**src/rtl/kmp_fail_gen_if.sv**
```systemverilog
// ---------------------------------------------------------------------------
// kmp_fail_gen_if
//
// Bundles the request/result signals of the KMP failure-function generator.
//
//   start         master -> slave   one-cycle build request
//   pat_reg       master -> slave   packed pattern, char i at [(MAX_PATTERN-1-i)*BYTE +: BYTE]
//   pat_last_idx  master -> slave   index of the last valid pattern char (length-1)
//   busy          slave  -> master  high while the table is being built
//   done          slave  -> master  one-cycle completion pulse
//   ff_valid      slave  -> master  table valid, held until the next accepted start
//   ff_result     slave  -> master  packed table, entry i at [(MAX_PATTERN-1-i)*MAX_PAT_ADD +: MAX_PAT_ADD]
// ---------------------------------------------------------------------------
interface kmp_fail_gen_if #(
    parameter int BYTE        = 8,
    parameter int MAX_PATTERN = 8,
    parameter int MAX_PAT_ADD = 3
);
    logic                               start;
    logic [MAX_PATTERN*BYTE-1:0]        pat_reg;
    logic [MAX_PAT_ADD-1:0]             pat_last_idx;
    logic                               busy;
    logic                               done;
    logic                               ff_valid;
    logic [MAX_PAT_ADD*MAX_PATTERN-1:0] ff_result;

    modport master (
        output start, pat_reg, pat_last_idx,
        input  busy, done, ff_valid, ff_result
    );

    modport slave (
        input  start, pat_reg, pat_last_idx,
        output busy, done, ff_valid, ff_result
    );
endinterface

```
**src/rtl/kmp_fail_gen.sv**
```systemverilog
// ---------------------------------------------------------------------------
// kmp_fail_gen
//
// Sequential KMP failure-function (prefix-table) generator. After a start
// request it walks the pattern one prefix-table step per cycle and then
// presents the packed failure table used by the KMP processing elements.
//
// Ports:
//   clk    system clock, all state changes on the rising edge
//   reset  synchronous, active-high reset
//   bus    kmp_fail_gen_if.slave: start / pat_reg / pat_last_idx in,
//          busy / done / ff_valid / ff_result out
//
// The pattern inputs are not latched; they must stay stable from start
// until done.
// ---------------------------------------------------------------------------
module kmp_fail_gen #(
    parameter int BYTE        = 8,
    parameter int MAX_PATTERN = 8,
    parameter int MAX_PAT_ADD = 3
) (
    input  logic           clk,
    input  logic           reset,
    kmp_fail_gen_if.slave  bus
);

    typedef enum logic [1:0] {
        IDLE,
        INIT,
        COMPARE,
        DONE_ST
    } state_t;

    // i carries one extra bit so that stepping past the last index never wraps.
    localparam logic [MAX_PAT_ADD:0] IDX_ONE = 1;

    state_t                 state_q;
    logic [MAX_PAT_ADD:0]   i_q;
    logic [MAX_PAT_ADD-1:0] k_q;
    logic [MAX_PAT_ADD-1:0] fail_q [MAX_PATTERN];
    logic                   busy_q;
    logic                   done_q;
    logic                   valid_q;

    logic [BYTE-1:0]        pat_chars [MAX_PATTERN];
    logic [MAX_PAT_ADD-1:0] i_idx;
    logic                   char_match;
    logic                   last_step;

    // Unpack the pattern so characters can be addressed by index.
    always_comb begin
        for (int c = 0; c < MAX_PATTERN; c++) begin
            pat_chars[c] = bus.pat_reg[(MAX_PATTERN-1-c)*BYTE +: BYTE];
        end
    end

    // While comparing, i never exceeds pat_last_idx, so its low bits address a char.
    assign i_idx      = i_q[MAX_PAT_ADD-1:0];
    assign char_match = (pat_chars[i_idx] == pat_chars[k_q]);
    // True when an advance of i in this cycle moves it past the last index.
    assign last_step  = (i_q == {1'b0, bus.pat_last_idx});

    // NOTE: all state in this block uses non-blocking assignments so every
    // register samples pre-edge values; mixing in blocking writes would make
    // the result depend on statement order.
    always_ff @(posedge clk) begin
        if (reset) begin
            state_q <= IDLE;
            i_q     <= IDX_ONE;
            k_q     <= '0;
            // NOTE: the fail table is a small flop array, not a RAM, and it
            // drives ff_result directly, so it is reset to give a defined
            // all-zero result after reset.
            for (int e = 0; e < MAX_PATTERN; e++) begin
                fail_q[e] <= '0;
            end
            busy_q  <= 1'b0;
            done_q  <= 1'b0;
            valid_q <= 1'b0;
        end else begin
            case (state_q)
                IDLE: begin
                    if (bus.start) begin
                        state_q <= INIT;
                        busy_q  <= 1'b1;
                        valid_q <= 1'b0;
                    end
                end

                INIT: begin
                    for (int e = 0; e < MAX_PATTERN; e++) begin
                        fail_q[e] <= '0;
                    end
                    i_q <= IDX_ONE;
                    k_q <= '0;
                    if (bus.pat_last_idx == '0) begin
                        // Single-character pattern: fail[0] is 0 by definition.
                        state_q <= DONE_ST;
                        busy_q  <= 1'b0;
                        done_q  <= 1'b1;
                        valid_q <= 1'b1;
                    end else begin
                        state_q <= COMPARE;
                    end
                end

                COMPARE: begin
                    if (char_match) begin
                        fail_q[i_idx] <= k_q + 1'b1;
                        k_q           <= k_q + 1'b1;
                        i_q           <= i_q + 1'b1;
                    end else if (k_q != '0) begin
                        // Fall back to the next shorter border; i stays put.
                        k_q <= fail_q[k_q - 1'b1];
                    end else begin
                        fail_q[i_idx] <= '0;
                        i_q           <= i_q + 1'b1;
                    end

                    // Only the two branches that advance i can finish the table.
                    if ((char_match || (k_q == '0)) && last_step) begin
                        state_q <= DONE_ST;
                        busy_q  <= 1'b0;
                        done_q  <= 1'b1;
                        valid_q <= 1'b1;
                    end
                end

                DONE_ST: begin
                    done_q <= 1'b0;
                    if (bus.start) begin
                        state_q <= INIT;
                        busy_q  <= 1'b1;
                        valid_q <= 1'b0;
                    end else begin
                        state_q <= IDLE;
                    end
                end

                default: state_q <= IDLE;
            endcase
        end
    end

    // NOTE: the packed result gets a full default before the loop so no
    // bit is left unassigned on any path, which would infer a latch.
    always_comb begin
        bus.ff_result = '0;
        for (int e = 0; e < MAX_PATTERN; e++) begin
            bus.ff_result[(MAX_PATTERN-1-e)*MAX_PAT_ADD +: MAX_PAT_ADD] = fail_q[e];
        end
    end

    assign bus.busy     = busy_q;
    assign bus.done     = done_q;
    assign bus.ff_valid = valid_q;

endmodule
```
**src/flat_wrapper.sv**
```systemverilog
// flat-port wrapper written by rule: the top's interface ports become plain ports
module kmp_fail_gen_flat 
#(
    parameter int BYTE        = 8,
    parameter int MAX_PATTERN = 8,
    parameter int MAX_PAT_ADD = 3
)
  (clk, reset, bus_start, bus_pat_reg, bus_pat_last_idx, bus_busy, bus_done, bus_ff_valid, bus_ff_result);
  kmp_fail_gen_if #(.BYTE(BYTE), .MAX_PATTERN(MAX_PATTERN), .MAX_PAT_ADD(MAX_PAT_ADD)) bus_i ();
  input  logic clk;
  input  logic reset;
  input wire logic [$bits(bus_i.start)-1:0] bus_start;
  input wire logic [$bits(bus_i.pat_reg)-1:0] bus_pat_reg;
  input wire logic [$bits(bus_i.pat_last_idx)-1:0] bus_pat_last_idx;
  output wire logic [$bits(bus_i.busy)-1:0] bus_busy;
  output wire logic [$bits(bus_i.done)-1:0] bus_done;
  output wire logic [$bits(bus_i.ff_valid)-1:0] bus_ff_valid;
  output wire logic [$bits(bus_i.ff_result)-1:0] bus_ff_result;
  assign bus_i.start = bus_start;
  assign bus_i.pat_reg = bus_pat_reg;
  assign bus_i.pat_last_idx = bus_pat_last_idx;
  assign bus_busy = bus_i.busy;
  assign bus_done = bus_i.done;
  assign bus_ff_valid = bus_i.ff_valid;
  assign bus_ff_result = bus_i.ff_result;
  kmp_fail_gen #(.BYTE(BYTE), .MAX_PATTERN(MAX_PATTERN), .MAX_PAT_ADD(MAX_PAT_ADD)) u_core (.clk(clk), .reset(reset), .bus(bus_i));
endmodule
```
**config.mk**
```make
export PLATFORM = sky130hd
export DESIGN_NAME = kmp_fail_gen_flat
export DESIGN_NICKNAME = d
export VERILOG_FILES = /design/src/rtl/kmp_fail_gen_if.sv /design/src/rtl/kmp_fail_gen.sv /design/src/flat_wrapper.sv
export SDC_FILE = /design/constraint.sdc
export NUM_CORES = 1
export LEC_CHECK = 0
export CORE_MARGIN = 5
export CORE_UTILIZATION = 35
export CTS_BUF_LIST = sky130_fd_sc_hd__clkbuf_8
export CTS_CLUSTER_SIZE = 20
export DETAILED_ROUTE_END_ITERATION = 8
export GPL_TIMING_DRIVEN = 1
export PLACE_DENSITY = 0.7
export REMOVE_ABC_BUFFERS = 1
export SYNTH_ARGS = -nofsm -noshare
export SYNTH_HDL_FRONTEND = slang
export SYNTH_SLANG_ARGS = --single-unit
```
**constraint.sdc**
```tcl
create_clock -name clk -period 10.1 [get_ports clk]
set_input_delay 2.02 -clock clk [delete_from_list [all_inputs] [get_ports clk]]
set_output_delay 2.02 -clock clk [all_outputs]
set_load 0.01 [all_outputs]
```
# == Yosys cells after proc, flatten, opt, wreduce, memory -nomap -nowiden ==
# Memory sizes are Yosys's and may differ from the RTL's.
# Index checks and enable logic that the tools add are counted.
# classes
n_addsub,3
mul,0
n_div,0
order_cmp,2
n_eq_ne,11
shift,0
mux,52
bitwise,11
reduce_logical,15
# ops
cell,count
$bmux W8 S3,2
$mux W3,13
$mux W8,4
$mux W1,23
$or A1 B1 Y1,9
$pmux W1 S3,3
$eq A8 B8 Y1,1
$ge A4 B4 Y1 const B,2
$mux W4,2
$not A3 Y4,2
$pmux W2 S4,1
$pmux W4 S2,1
$logic_not A3 Y1,2
$ne A2 B1 Y1 const B,3
$pmux W3 S2,1
$reduce_and A2 Y1,3
$reduce_and A3 Y1,2
$reduce_bool A3 Y1,2
$add A4 B1 Y4 const B,1
$eq A2 B2 Y1 const B,2
$eq A4 B3 Y1,1
$mux W2,2
$add A3 B1 Y3 const B,1
$ne A3 B1 Y1 const B,1
10 further kinds,10
# word_totals
register_bits,12
latchBits,0
mem_bits_rw,24
romBits,0
in_bits,70
output_inout_bits,27
elab_cells,101
memories,1
# mem_list
name,words,word_bits,rd,rd_clocked_by_memory_dff,wr,line,rtl
u_core.fail_q,8,3,9,0,8,kmp_fail_gen.sv:40,logic [MAX_PAT_ADD-1:0] fail_q [MAX_PATTERN];

# == Longest topological paths before layout ==
# Gate-level depths: netlist of run 1.
# depth
word_depth,12
mapped_depth,11
mapped_depth_nobuf,8

# == Least setup slack after synthesis of run 1 ==
# No wires, ideal clock.
# synth_path
path_kind,input to register
startpoint,input bus_pat_reg[55]
endpoint,"memory u_core.fail_q[3][0], enable pin"
setup_ns,0.355
arrival_ns,4.494
required_time_ns,9.745
setup_slack_ns,5.251
stages,8
n_path_buf,1
cell_sequence,mux4_1 mux2_4 and4_4 or4_4 nor4_1 buf_2 o21ai_1 o31ai_1
# synth_lines
element,line,rtl
start: declaration,flat_wrapper.sv:13,input wire logic [$bits(bus_i.pat_reg)-1:0] bus_pat_reg;
end: declaration,kmp_fail_gen.sv:40,

==> results of run 1 <==
[cell usage after synthesis (8+ instances only)]
master / n
nor2_1: 27
a21oi_1: 9
nand2_1: 12
dfxtp_1: 12
o21ai_0: 12
edfxtp_1: 24
mux4_1: 8
mux4_2: 23
clkbuf_1: 10
inv_1: 8
mux2_2: 8
mux2i_1: 17
ha_1: 9
[stage by stage]
stage               worst slack (ps)  std cells  power (mW)   util  cell area, sq um
floorplan                       4690        252       0.361      -              2980
global placement                4660        461       0.486  0.477              4120
detailed placement              4530        461       0.490  0.477              4120
CTS                             4830        469       0.620  0.490              4230
global route                    4730        469       0.654  0.490              4230
finish                          4830        469       0.615  0.490              4230
[state kept, by name, summed over array words and instances (netlist names)]
signal	count
u_core.bus.busy	1
u_core.bus.done	1
u_core.bus.ff_valid	1
u_core.fail_q	24
u_core.i_q	4
u_core.k_q	3
u_core.state_q	2
[how the worst max path moves through the flow]
stage	start	depth (start not counted)	end	slack (ps)
2_1_floorplan	bus_pat_reg[55]	7	u_core.fail_q[3][0]$_SDFFCE_PN0P_	4690
3_3_place_gp	bus_pat_reg[55]	9	u_core.fail_q[3][0]$_SDFFCE_PN0P_	4660
3_5_place_dp	bus_pat_reg[39]	9	u_core.fail_q[1][0]$_SDFFCE_PN0P_	4530
4_1_cts	bus_pat_reg[55]	9	u_core.fail_q[1][2]$_SDFFCE_PN0P_	4830
5_1_grt	bus_pat_reg[39]	9	u_core.fail_q[3][2]$_SDFFCE_PN0P_	4730
6_report	bus_pat_reg[55]	9	u_core.fail_q[3][2]$_SDFFCE_PN0P_	4830
[layout by cell type (no fill, tap or decap), types with 2 or more instances in the layout]
cell type,synthesis,final
and3_1,2,2
a221oi_1,2,2
nor3b_2,2,2
mux2_2,8,8
o31ai_1,2,2
o21a_1,4,4
nand2b_1,5,5
nand3_1,5,5
o21ai_0,12,12
buf_4,0,5
nor3_2,3,3
a31oi_1,3,3
dfxtp_1,12,12
nor3_1,3,3
nand2_2,3,3
nor2_1,27,27
a2111oi_0,2,2
a21oi_1,9,9
nand4_1,3,3
clkbuf_8,0,5
o211ai_1,2,2
a211oi_1,2,2
xnor2_1,5,5
mux2i_1,17,17
mux4_1,8,8
xor2_1,6,6
mux4_2,23,23
nand2_1,12,12
or4_1,4,4
a22oi_1,2,2
edfxtp_1,24,24
clkdlybuf4s50_1,0,96
ha_1,9,9
nor2b_1,4,4
inv_1,8,8
[power groups by stage]
stage | clock network, mW | logic [mW] | registers [mW]
after detailed placement | 0 | 0.266 | 0.224
after CTS | 0.131 | 0.267 | 0.221
final | 0.129 | 0.265 | 0.220
after floorplan | 0 | 0.124 | 0.237
after global placement | 0 | 0.261 | 0.224
after global routing | 0.140 | 0.290 | 0.225
[tightest hold or removal path: stages (launching register included)]
cell     delay [ps]
dfxtp_1         320
o21ai_0          60
a21oi_1          60
[cells by family (layout without fill, tap and decap cells)]
family | Yosys count | in the layout | synth area share
compound gates | 48 | 48 | 0.103
xor+xnor | 11 | 11 | 0.0314
fa+ha+maj | 9 | 9 | 0.0367
buf+inv | 27 | 118 | 0.0379
flops | 36 | 36 | 0.313
mux | 58 | 58 | 0.331
simple gates | 81 | 81 | 0.146
[routing by layer]
| metal | part of all wire | up-vias | global-route usage |
|---|---|---|---|
| met5 | 0 | - | 0 |
| met4 | 0.014 | 0 | 0.0309 |
| met3 | 0.070 | 11 | 0.0473 |
| met2 | 0.50 | 100 | 0.271 |
| met1 | 0.42 | 1302 | 0.207 |
| li1 | - | 1247 | - |
[cell type report]
class	instances	area [sq um]
fillers	808	4410
repair buffers	101	998
well taps	108	135
flip-flops and latches	36	961
multi-input cells	207	1990
clock inverters	3	42.5
inverters	9	33.8
clock buffers	5	68.8
==> flow_summary.json, run 1 <==
{
  "end_kind": "flop",
  "hpwl_um": 6820,
  "cp_num_buf_inv": 2,
  "die_w_um": 104,
  "first_pass_iters": 7,
  "row_count": 34,
  "cts_buffers": 5,
  "die_y_um": 104,
  "max_cap_violations": 0,
  "vias": 2660,
  "skew_ps": 6.69,
  "min_to": "u_core.bus.ff_valid$_SDFFE_PP0P_",
  "grt_pass1_vias": 2715,
  "clk_pin_slew_worst_paths_ps": 80,
  "clk_path_buf_depth": 2,
  "min_period_ps": 5270,
  "grt.total_usage": 0.162,
  "synth_top_cell_area_share": 0.235,
  "p_sw_uw": 202,
  "synth_cell_types": 55,
  "fin_setup_tns_ps": 0,
  "reg2reg_to": "u_core.fail_q[3][2]$_SDFFCE_PN0P_",
  "routedWlPerCell_um": 18.8,
  "yosysWarnings": 0,
  "gp_congestion": 0.812,
  "rr_worst_depth": 9,
  "ctsResizeCount": 0,
  "setup_viol": 0,
  "layout-drive-gt1-share": 0.155,
  "max-vdd-ir-drop_v": 0.0000770,
  "p_seq_frac": 0.358,
  "htree_levels": 2,
  "fin_hold_ws_ps": 487,
  "grt-ovfl-total": 0,
  "antennaDiodeCount": 0,
  "rsz0062_at_grt": "false",
  "hp-class": "flop to flop",
  "ios": 97,
  "antenna_found_initial": 0,
  "max_freq_mhz": 190,
  "p_sw_frac": 0.329,
  "synth_seq_cells": 36,
  "netlist_area_sq_um": 3070,
  "async_flop_share": 0,
  "tightest_slew_ps": 864,
  "grt_max_degree": 24,
  "critPathLaunchType": "input port",
  "crit_arrival_ps": 5210,
  "ant_nets": 0,
  "synthCells": 270,
  "report.final.slew_viol_count": 0,
  "area_growth_pct": 37.9,
  "drt_first_iter_violations": 170,
  "worstPathCellList": "clkdlybuf4s50_1, mux4_1, mux2_4, and4_4, or4_4, nor4_1, buf_4, o21ai_1, o31ai_1",
  "vias_per_cell": 5.67,
  "hp-start": "u_core.bus.ff_valid$_SDFFE_PP0P_",
  "die_area_sq_um": 10700,
  "postCtsHoldBufs": 0,
  "cp.required_ps": 10040,
  "worst-r2r-setup-slack_ps": 6040,
  "synth_edf_count": 24,
  "synth.area.top_cells": "edfxtp_1 (24%), mux4_2 (17%), dfxtp_1 (7.8%)",
  "cts_tree": "done",
  "synth_top_area_cell": "edfxtp_1",
  "r2r-start": "u_core.i_q[2]$_SDFFE_PP0P_",
  "cpPeakStageDelay_ps": 520,
  "cp_top_family": "simple AND/OR/NAND/NOR gates",
  "p_int_uw": 413,
  "cp_slowest_cell": "or4_4",
  "port_buffers": 96,
  "holdPathStages": 2,
  "core_area_sq_um": 8640,
  "start_util": 0.355,
  "p_per_area_nw_per_um2": 145,
  "clkPwrFrac": 0.210,
  "finalHoldViolCount": 0,
  "ys.flop_type": "edfxtp_1",
  "cts_setup_buffers": 0,
  "status": "finished, final reports clean",
  "max-slew-margin-rel": 0.423,
  "finalCritPeriodShare": 0.522,
  "combPwrFrac": 0.431,
  "totalWireLength_um": 8820,
  "clk_latency_ps": 300,
  "synth-seq-area-share": 0.313,
  "crit_type": "input port to flop",
  "drc": 0,
  "grt_pass1_wl_um": 14300,
  "power_leakage_nw": 1.46,
  "cts.sinks": 36,
  "cts-root-buf": "clkbuf_8",
  "crit_fanout": 11,
  "syn_area_per_cell_sq_um": 11.4,
  "nNetsFinal": 439
}
Note: power is estimated with default switching activity, not from simulation.
==> run 2, diff against run 1 <==
- PLACE_DENSITY: 0.7 -> 0.73
- clock period: 10.1 -> 4.65 ns (I/O delays scaled with it)
==> flow_summary.json, run 2 (same netlist as run 1, synthesis figures left out) <==
{
  "status": "finished, final reports clean",
  "finalCritPeriodShare": 0.901,
  "grt_max_degree": 27,
  "power_leakage_nw": 1.48,
  "combPwrFrac": 0.430,
  "crit_type": "input port to flop",
  "final_cell_mix": "clkdlybuf4s50_1 (96), nor2_1 (27), edfxtp_1 (24)",
  "ios": 97,
  "holdPathStages": 2,
  "totalWireLength_um": 8790,
  "grt_pass1_wl_um": 14400,
  "vias": 2676,
  "setup_slack_ps": 462,
  "p_seq_frac": 0.369,
  "critPathLaunchType": "input port",
  "clk_path_buf_depth": 2,
  "cp.required_ps": 4580,
  "htree_levels": 2,
  "clk_pin_slew_worst_paths_ps": 80,
  "rsz0062_at_grt": "false",
  "clk_latency_ps": 280,
  "drc": 0,
  "core_area_sq_um": 8640,
  "hp-class": "flop to flop",
  "ant_nets": 0,
  "skew_ps": 8.65,
  "gp_congestion": 0.806,
  "die_y_um": 104,
  "layout_commonest_cell": "clkdlybuf4s50_1",
  "first_pass_iters": 4,
  "max_cap_violations": 0,
  "setup_viol": 0,
  "largest_reg_flops": 24,
  "rr_worst_depth": 9,
  "port_buffers": 96,
  "crit_arrival_ps": 4120,
  "end_kind": "flop",
  "cts.sinks": 36,
  "max-slew-margin-rel": 0.409,
  "row_count": 34,
  "drt_first_iter_violations": 163,
  "routedWlPerCell_um": 18.6,
  "p_int_uw": 896,
  "grt-ovfl-total": 0,
  "nNetsFinal": 442,
  "cts_setup_buffers": 0,
  "max-vdd-ir-drop_v": 0.000164,
  "max_freq_mhz": 239,
  "antennaDiodeCount": 0,
  "grt_pass1_vias": 2794,
  "regMostFlops": "u_core.fail_q",
  "clkPwrFrac": 0.201,
  "die_area_sq_um": 10700,
  "min_period_ps": 4190,
  "start_util": 0.355,
  "cts_tree": "done",
  "p_sw_frac": 0.322,
  "vias_per_cell": 5.67,
  "layout-drive-gt1-share": 0.159,
  "cts_buffers": 5,
  "report.final.slew_viol_count": 0,
  "crit_fanout": 11,
  "tightest_slew_ps": 886,
  "cts-root-buf": "clkbuf_8",
  "grt.total_usage": 0.162,
  "finalHoldViolCount": 0,
  "p_sw_uw": 425,
  "ctsResizeCount": 0,
  "antenna_found_initial": 0,
  "fin_setup_tns_ps": 0,
  "hpwl_um": 6960,
  "worst-r2r-setup-slack_ps": 890,
  "area_growth_pct": 38.5,
  "die_w_um": 104,
  "top_regs": "u_core.fail_q (24), u_core.i_q (4), u_core.k_q (3)",
  "pre_cts_slack_ps": 197,
  "p_per_area_nw_per_um2": 311,
  "postCtsHoldBufs": 0
}
-- run 2: changes by cell type in the layout (fill, tap and decap cells not counted) --
cell | previous run | this run
clkinvlp_4 | 1 | 0
buf_4 | 5 | 8
inv_1 | 8 | 9
-- run 2: worst paths after layout --
check	startpoint	end
worst max register to register	u_core.i_q[1]$_SDFFE_PP0P_	u_core.fail_q[3][2]$_SDFFCE_PN0P_
worst min register to register	u_core.bus.ff_valid$_SDFFE_PP0P_	u_core.bus.ff_valid$_SDFFE_PP0P_
worst min-delay path	u_core.bus.ff_valid$_SDFFE_PP0P_	u_core.bus.ff_valid$_SDFFE_PP0P_
worst max-delay path	bus_pat_reg[47]	u_core.fail_q[3][2]$_SDFFCE_PN0P_
-- run 2: critical path: stages --
cell and delay (ps):
clkdlybuf4s50_1 420, mux4_1 490, mux2_4 290, and4_4 180
or4_4 510, nor4_1 310, buf_4 230, o21ai_1 260
o31ai_1 480
-- run 2: power groups by stage --
| stage | sequential (mW) | combinational, mW | clock [mW] |
|---|---|---|---|
| floorplan | 0.514 | 0.269 | 0 |
| CTS | 0.487 | 0.572 | 0.270 |
| detailed placement | 0.494 | 0.569 | 0 |
| global placement | 0.494 | 0.561 | 0 |
| global route | 0.500 | 0.619 | 0.289 |
| finish | 0.487 | 0.569 | 0.266 |
-- run 2: cell type report --
class | count | area [sq um]
multi-input combinational | 207 | 1990
fill | 772 | 4390
clock inverter | 3 | 38.8
clock buffer | 5 | 68.8
tap | 108 | 135
inverter | 9 | 33.8
sequential | 36 | 961
timing repair buffer | 104 | 1020
-- run 2: per-layer routing --
layer  wire (um)  global-route usage
met1        3760               0.206
met4          51              0.0225
met3         517              0.0386
met2        4460               0.283
met5           0                   0
-- run 2: per-stage QoR --
stage	util	hold WS (ps)	power, mW	cell area, sq um	std cells
2_1_floorplan	-	446	0.783	2980	252
4_1_cts	0.492	489	1.33	4250	472
5_1_grt	0.492	513	1.41	4250	472
3_5_place_dp	0.479	476	1.06	4140	464
3_3_place_gp	0.479	464	1.06	4140	464
6_report	0.492	484	1.32	4250	472
